File: src/rtl/core_pkg.sv
// Shared control-path types for the multi-cycle core: FSM states, instruction
// field encodings and write-back select codes.
package core_pkg;

    typedef enum logic [3:0] {
        RESET_S  = 4'd0,
        FETCH    = 4'd1,
        DECODE   = 4'd2,
        EXEC_DP  = 4'd3,
        ALU_WB   = 4'd4,
        MEM_ADDR = 4'd5,
        MEM_RD   = 4'd6,
        MEM_WB   = 4'd7,
        MEM_WR   = 4'd8,
        BRANCH   = 4'd9
    } state_t;

    typedef enum logic [1:0] {
        OP_DATA    = 2'b00,
        OP_MEM     = 2'b01,
        OP_BRANCH  = 2'b10,
        OP_ILLEGAL = 2'b11
    } op_type_t;

    typedef enum logic [3:0] {
        COND_EQ = 4'b0000, COND_NE = 4'b0001, COND_CS = 4'b0010, COND_CC = 4'b0011,
        COND_MI = 4'b0100, COND_PL = 4'b0101, COND_VS = 4'b0110, COND_VC = 4'b0111,
        COND_HI = 4'b1000, COND_LS = 4'b1001, COND_GE = 4'b1010, COND_LT = 4'b1011,
        COND_GT = 4'b1100, COND_LE = 4'b1101, COND_AL = 4'b1110, COND_NV = 4'b1111
    } cond_t;

    localparam logic [3:0] OPC_TST = 4'b1000;
    localparam logic [3:0] OPC_TEQ = 4'b1001;
    localparam logic [3:0] OPC_CMP = 4'b1010;
    localparam logic [3:0] OPC_CMN = 4'b1011;

    localparam logic [1:0] WB_ALU = 2'b00;
    localparam logic [1:0] WB_MEM = 2'b01;
    localparam logic [1:0] WB_PC  = 2'b10;

    // Compare-class opcodes only update flags and never write a register.
    function automatic logic isCompare(input logic [3:0] opc);
        return (opc == OPC_TST) || (opc == OPC_TEQ) || (opc == OPC_CMP) || (opc == OPC_CMN);
    endfunction

endpackage

File: src/rtl/multicycle_control_fsm_cond_check.sv
// Combinational evaluation of the 4-bit condition field against NZCV flags.
module cond_check
    import core_pkg::*;
(
    input  logic [3:0] cond,
    input  logic [3:0] flags,
    output logic       pass
);

    logic n, z, c, v;
    assign {n, z, c, v} = flags;

    always_comb begin
        pass = 1'b0;
        case (cond_t'(cond))
            COND_EQ: pass = z;
            COND_NE: pass = !z;
            COND_CS: pass = c;
            COND_CC: pass = !c;
            COND_MI: pass = n;
            COND_PL: pass = !n;
            COND_VS: pass = v;
            COND_VC: pass = !v;
            COND_HI: pass = c && !z;
            COND_LS: pass = !c || z;
            COND_GE: pass = (n == v);
            COND_LT: pass = (n != v);
            COND_GT: pass = !z && (n == v);
            COND_LE: pass = z || (n != v);
            COND_AL: pass = 1'b1;
            default: pass = 1'b0;
        endcase
    end

endmodule

File: src/rtl/multicycle_control_fsm.sv
// Multi-cycle fetch/decode/execute/memory/writeback sequencer for the core.
// Define PERF_COUNTERS_EN to add the cycle_count / instr_retired counters.
module multicycle_control_fsm
    import core_pkg::*;
#(
    parameter int         CNT_W  = 32,
    parameter logic [3:0] LR_IDX = 4'd14
) (
    input  logic        clk,
    input  logic        rst,
    input  logic [31:0] instruction,
    input  logic [3:0]  flags,
    input  logic        mem_ready,
    output logic        mem_req,
    output logic        mem_we,
    output logic        addr_sel,
    output logic        ir_write,
    output logic        pc_write,
    output logic        pc_src,
    output logic        reg_write,
    output logic        rd_sel,
    output logic [1:0]  wb_sel,
    output logic        alu_src_imm,
    output logic        flags_write,
    output logic        illegal
`ifdef PERF_COUNTERS_EN
    ,
    output logic [CNT_W-1:0] cycle_count,
    output logic [CNT_W-1:0] instr_retired
`endif
);

    // The link register index is consumed by the datapath's rd mux.
    if (LR_IDX == 4'd15) begin : gBadLrIdx
        $error("LR_IDX must not alias the PC");
    end
    if (CNT_W < 1) begin : gBadCntW
        $error("CNT_W must be at least 1");
    end

    state_t     state, nextState;
    logic       condPass;
    op_type_t   opType;
    logic [3:0] opCode;
    logic       unusedOk;

    assign opType   = op_type_t'(instruction[27:26]);
    assign opCode   = instruction[24:21];
    assign unusedOk = ^instruction[19:0];

    cond_check uCondCheck (
        .cond  (instruction[31:28]),
        .flags (flags),
        .pass  (condPass)
    );

    // NOTE: sequential state uses non-blocking assignments so every flop samples pre-edge values.
    always_ff @(posedge clk) begin
        if (rst) state <= RESET_S;
        else     state <= nextState;
    end

    always_comb begin
        nextState = state;
        case (state)
            RESET_S:  nextState = FETCH;
            FETCH:    if (mem_ready) nextState = DECODE;
            DECODE: begin
                if (!condPass) nextState = FETCH;
                else begin
                    case (opType)
                        OP_DATA:   nextState = EXEC_DP;
                        OP_MEM:    nextState = MEM_ADDR;
                        OP_BRANCH: nextState = BRANCH;
                        default:   nextState = FETCH;
                    endcase
                end
            end
            EXEC_DP:  nextState = ALU_WB;
            ALU_WB:   nextState = FETCH;
            MEM_ADDR: nextState = instruction[20] ? MEM_RD : MEM_WR;
            MEM_RD:   if (mem_ready) nextState = MEM_WB;
            MEM_WB:   nextState = FETCH;
            MEM_WR:   if (mem_ready) nextState = FETCH;
            BRANCH:   nextState = FETCH;
            default:  nextState = RESET_S;
        endcase
    end

    // NOTE: every output gets a default before the case so no latch is inferred.
    always_comb begin
        mem_req     = 1'b0;
        mem_we      = 1'b0;
        addr_sel    = 1'b0;
        ir_write    = 1'b0;
        pc_write    = 1'b0;
        pc_src      = 1'b0;
        reg_write   = 1'b0;
        rd_sel      = 1'b0;
        wb_sel      = WB_ALU;
        alu_src_imm = 1'b0;
        flags_write = 1'b0;
        illegal     = 1'b0;
        // Reset masks the current state so an aborted access issues no writes.
        if (!rst) begin
            case (state)
                FETCH: begin
                    mem_req  = 1'b1;
                    ir_write = mem_ready;
                    pc_write = mem_ready;
                end
                DECODE:  illegal = condPass && (opType == OP_ILLEGAL);
                EXEC_DP: alu_src_imm = instruction[25];
                ALU_WB: begin
                    reg_write   = !isCompare(opCode);
                    flags_write = instruction[20] || isCompare(opCode);
                end
                MEM_ADDR: alu_src_imm = !instruction[25];
                MEM_RD: begin
                    mem_req  = 1'b1;
                    addr_sel = 1'b1;
                end
                MEM_WB: begin
                    reg_write = 1'b1;
                    wb_sel    = WB_MEM;
                end
                MEM_WR: begin
                    mem_req  = 1'b1;
                    mem_we   = 1'b1;
                    addr_sel = 1'b1;
                end
                BRANCH: begin
                    pc_write = 1'b1;
                    pc_src   = 1'b1;
                    if (instruction[24]) begin
                        reg_write = 1'b1;
                        rd_sel    = 1'b1;
                        wb_sel    = WB_PC;
                    end
                end
                default: ;
            endcase
        end
    end

`ifdef PERF_COUNTERS_EN
    logic retire;
    assign retire = (nextState == FETCH) &&
                    (state inside {DECODE, ALU_WB, MEM_WB, MEM_WR, BRANCH});

    always_ff @(posedge clk) begin
        if (rst) begin
            cycle_count   <= '0;
            instr_retired <= '0;
        end else begin
            cycle_count <= cycle_count + 1'b1;
            if (retire) instr_retired <= instr_retired + 1'b1;
        end
    end
`endif

endmodule

File: config.mk
export PLATFORM = sky130hd
export DESIGN_NAME = multicycle_control_fsm
export DESIGN_NICKNAME = d
export VERILOG_FILES = /design/src/rtl/core_pkg.sv /design/src/rtl/multicycle_control_fsm_cond_check.sv /design/src/rtl/multicycle_control_fsm.sv
export SDC_FILE = /design/constraint.sdc
export NUM_CORES = 1
export LEC_CHECK = 0
export BUFFER_PORTS_ARGS = -buffer_cell sky130_fd_sc_hd__clkbuf_2
export CORE_MARGIN = 3
export CORE_UTILIZATION = 41
export CTS_CLUSTER_DIAMETER = 40
export DETAILED_ROUTE_END_ITERATION = 16
export GPL_TIMING_DRIVEN = 0
export PLACE_DENSITY = 0.93
export RECOVER_POWER = 100
export REMOVE_ABC_BUFFERS = 1
export SLEW_MARGIN = 10
export SYNTH_ARGS = -nofsm -noshare
export SYNTH_HDL_FRONTEND = slang
export SYNTH_SLANG_ARGS = --single-unit
File: constraint.sdc
create_clock -name clk -period 2.3 [get_ports clk]
set_input_delay 0 -clock clk [delete_from_list [all_inputs] [get_ports clk]]
set_output_delay 0 -clock clk [all_outputs]
set_load 0.03 [all_outputs]
==> metrics.txt <==
status=complete, no violations; Switching Power=between 90 and 100 uW; Final Wtd Congestion=0.858; number of rows in the core area=13; Clock Tree Buf Depth=2; ordered cell list for the critical path=clkbuf_2 > xnor2_1 > mux2i_1 > o211ai_1 > a2111oi_0 > nor3_1 > clkbuf_2; largest registers=state x4; Clock Skews=approximately 1.5 ps; min-delay worst type=in -> reg; final non-filler cell area=roughly 770 sq um; leading cell types in the layout, fill and taps excluded=sky130_fd_sc_hd__clkbuf_2, sky130_fd_sc_hd__nor2_1, sky130_fd_sc_hd__clkbuf_1; sequential-to-total area share from yosys stat=approximately an eighth; post-route clock period utilization=84.6%; Fin. Hold Viols=0; Die Footprint=roughly 2100 sq um; antenna cells=0; most common cell after layout, fill and taps aside=sky130_fd_sc_hd__clkbuf_2; launching element type of the critical path=input port; Max-cap violations=0; Non-Filler Instances=roughly 140; number of buffers added by the clock tree synthesis step=3; Final Max Slew Viols=0; cell at the slowest stage of the critical path=sky130_fd_sc_hd__a2111oi_0; total of cells resized after clock tree synthesis=0; proportion of power drawn by the clock network=between 30% and 40%; area added between synthesis and finish=20.7%; number of cells produced by synthesis=between 90 and 100; worst IR drop on VDD=0.154 mV; port buffer count=29; final wirelength=between 1.5 and 2 mm; insertion delay to the later sink of the worst-skew pair=~230 ps; antenna-violating nets left=0; dpl cell area=just under 800 sq um; die height=45.5 um; initial cell density of the core=a little under half; via density per instance=6.07; flip-flop count of the largest register, all copies and words added=4; CTS tree=done; number of setup buffers added after CTS=0; type of destination of the critical path=primary output; number of buffers added to fix hold violations after cts=0; length in cells of the worst reg-to-reg path=4; CTS root buffer=sky130_fd_sc_hd__clkbuf_4; EDFF count, synth=0; minimum setup slack among reg-to-reg paths=approximately 900 ps; area of the multi-input gates=about 500 sq um; cell-internal power=approximately 170 uW; hold-critical path depth=2; delay of the slowest cell on the worst path=about 940 ps; WP data required=about 2300 ps; post-synthesis register bit count=4; routed via count=between 800 and 900; Cell variety after synth=35; peak fanout along the critical path=5; leading post-synthesis cells by cell area=sky130_fd_sc_hd__dfxtp_1, sky130_fd_sc_hd__a21oi_1, sky130_fd_sc_hd__nor3_1, sky130_fd_sc_hd__nor2_1, sky130_fd_sc_hd__o21ai_0; max-slew headroom at the worst pin=between 20% and 30%; minimum clock period=roughly 1900 ps; fraction of power consumed by sequential logic=31.3%; routed length per placed instance=12.0 um; First-pass DRT Iterations=4; type of the worst setup path=in -> out; hold-critical path endpoint=state[1]; cell taking the most area after synthesis=sky130_fd_sc_hd__dfxtp_1; power density over the cells=around 340 nW/um^2; netlist area before placement=641 sq um; horizontal extent of the die=between 40 and 50 um; portion of total power attributed to combinational logic=36.6%; global-route wire length before repair=2.58 mm; initial antenna violation count=0; global-route congestion overflow total=0; arrival time at the worst endpoint=roughly 2000 ps; total setup violations reported at the end of the flow=0; number of placed instances, taps included=135; detailed router's first-iteration violation count=25; Remaining DRCs=0; register with the most flip-flops=state; source of the worst hold timing path=instruction[26]; final layout net count=roughly 160; capturing point of the worst reg2reg path=state[1]; H-tree levels=1; fill cell count=around 140; via count of the first global-routing pass=~690; Sinks on Clock Net=4; Synth Area per Inst=between 6 and 7 sq um; placeable core region=about 1400 sq um; largest net degree at the start of global routing=16; cell leakage power=~0.00033 uW; top cell type's share of synthesized area=12.5%; area used by sequential logic in the layout=80.1 sq um; fmax=between 0.5 and 0.6 GHz; Most used DFF post-synth=sky130_fd_sc_hd__dfxtp_1; R2R Path Start=state[1]; clock slew seen by the registers of the worst setup and hold paths=40 ps; Total GRT Usage=between 15 and 20%; transition time at the pin with the least slew margin=roughly 1100 ps; proportion of layout cells with a drive suffix above 1=roughly a fifth; CP most frequent cell=sky130_fd_sc_hd__clkbuf_2; post-synthesis async set-or-reset flop share=0%; synth warn=0; RSZ-0062 raised after global routing=no; Final HPWL DP=~1.3 mm; switch share=approximately 36%; IO Count=52
[per-layer routing]
layer  vias to the layer above  global-route usage [%]  wire length, um
met1                       380                    19.3              706
met2                        43                    28.7              772
met4                         0                    5.85               13
li1                        411                       -                -
met5                         -                       0                0
met3                         4                    1.58              170
[cell usage after synthesis (all sizes together), types with 2 or more instances]
cell type	count
o21ai	7
dfxtp	4
mux2i	3
nand2	6
o32ai	2
nand3	5
a31oi	3
and2	2
nor3	8
nand2b	4
clkbuf	4
inv	4
nand3b	3
a21oi	8
and3	3
nor2b	2
buf	3
or3	2
nor2	10
[cell type report]
cell class	instances	share of cell area, %
Clock buffer	3	2.91
Inverter	4	1.94
Multi-Input combinational cell	83	65.2
Sequential cell	4	10.4
Tap cell	15	2.43
Timing Repair Buffer	29	17.2
[power groups by stage]
stage	Combinational, uW	Sequential, uW	Clock, uW
2_1_floorplan	61.1	81.2	0
3_3_place_gp	95.6	83.4	0
4_1_cts	101	82.6	90.5
3_5_place_dp	100	83.5	0
5_1_grt	108	83.8	91.8
6_report	97.0	82.8	85.0
[metrics by stage]
stage | power, uW | hold WS [ps] | util (%) | setup slack (ps) | TNS, ps
final | 265 | 13.6 | 55.9 | 353 | 0
after global routing | 284 | 29.5 | 55.9 | 117 | 0
after CTS | 274 | 2.22 | 57.3 | 385 | 0
after detailed placement | 184 | 254 | 55.7 | 648 | 0
after global placement | 179 | 243 | 55.7 | 675 | 0
after floorplan | 142 | 79.3 | - | -219 | -219
[worst max-delay path by stage]
stage / start / to / slack, ps / cells after the start
after global placement: state[3] / reg_write / 680 / 6
after CTS: state[3] / reg_write / 380 / 6
final: flags[3] / illegal / 350 / 7
after global routing: flags[3] / illegal / 120 / 7
after detailed placement: state[3] / reg_write / 650 / 6
after floorplan: state[3] / reg_write / -220 / 5
[critical path: cells and delay by family]
kind                      cells  cell delay (ps)
AOI/OAI and AO/OA             2             1040
buffers and inverters         2              350
muxes                         1              230
xor gates and xnor gates      1              190
and+or+nand+nor               1              130
[cell families (layout without fill, tap and decap cells)]
logic type | after synthesis | count (layout) | share of synthesized area, %
and+or+nand+nor | 52 | 52 | 43.9
buffers and inverters | 11 | 36 | 7.81
muxes | 3 | 3 | 4.69
xor gates and xnor gates | 2 | 2 | 2.73
AOI/OAI and AO/OA | 26 | 26 | 28.3
DFF | 4 | 4 | 12.5
(Power assumes the default switching activity.)
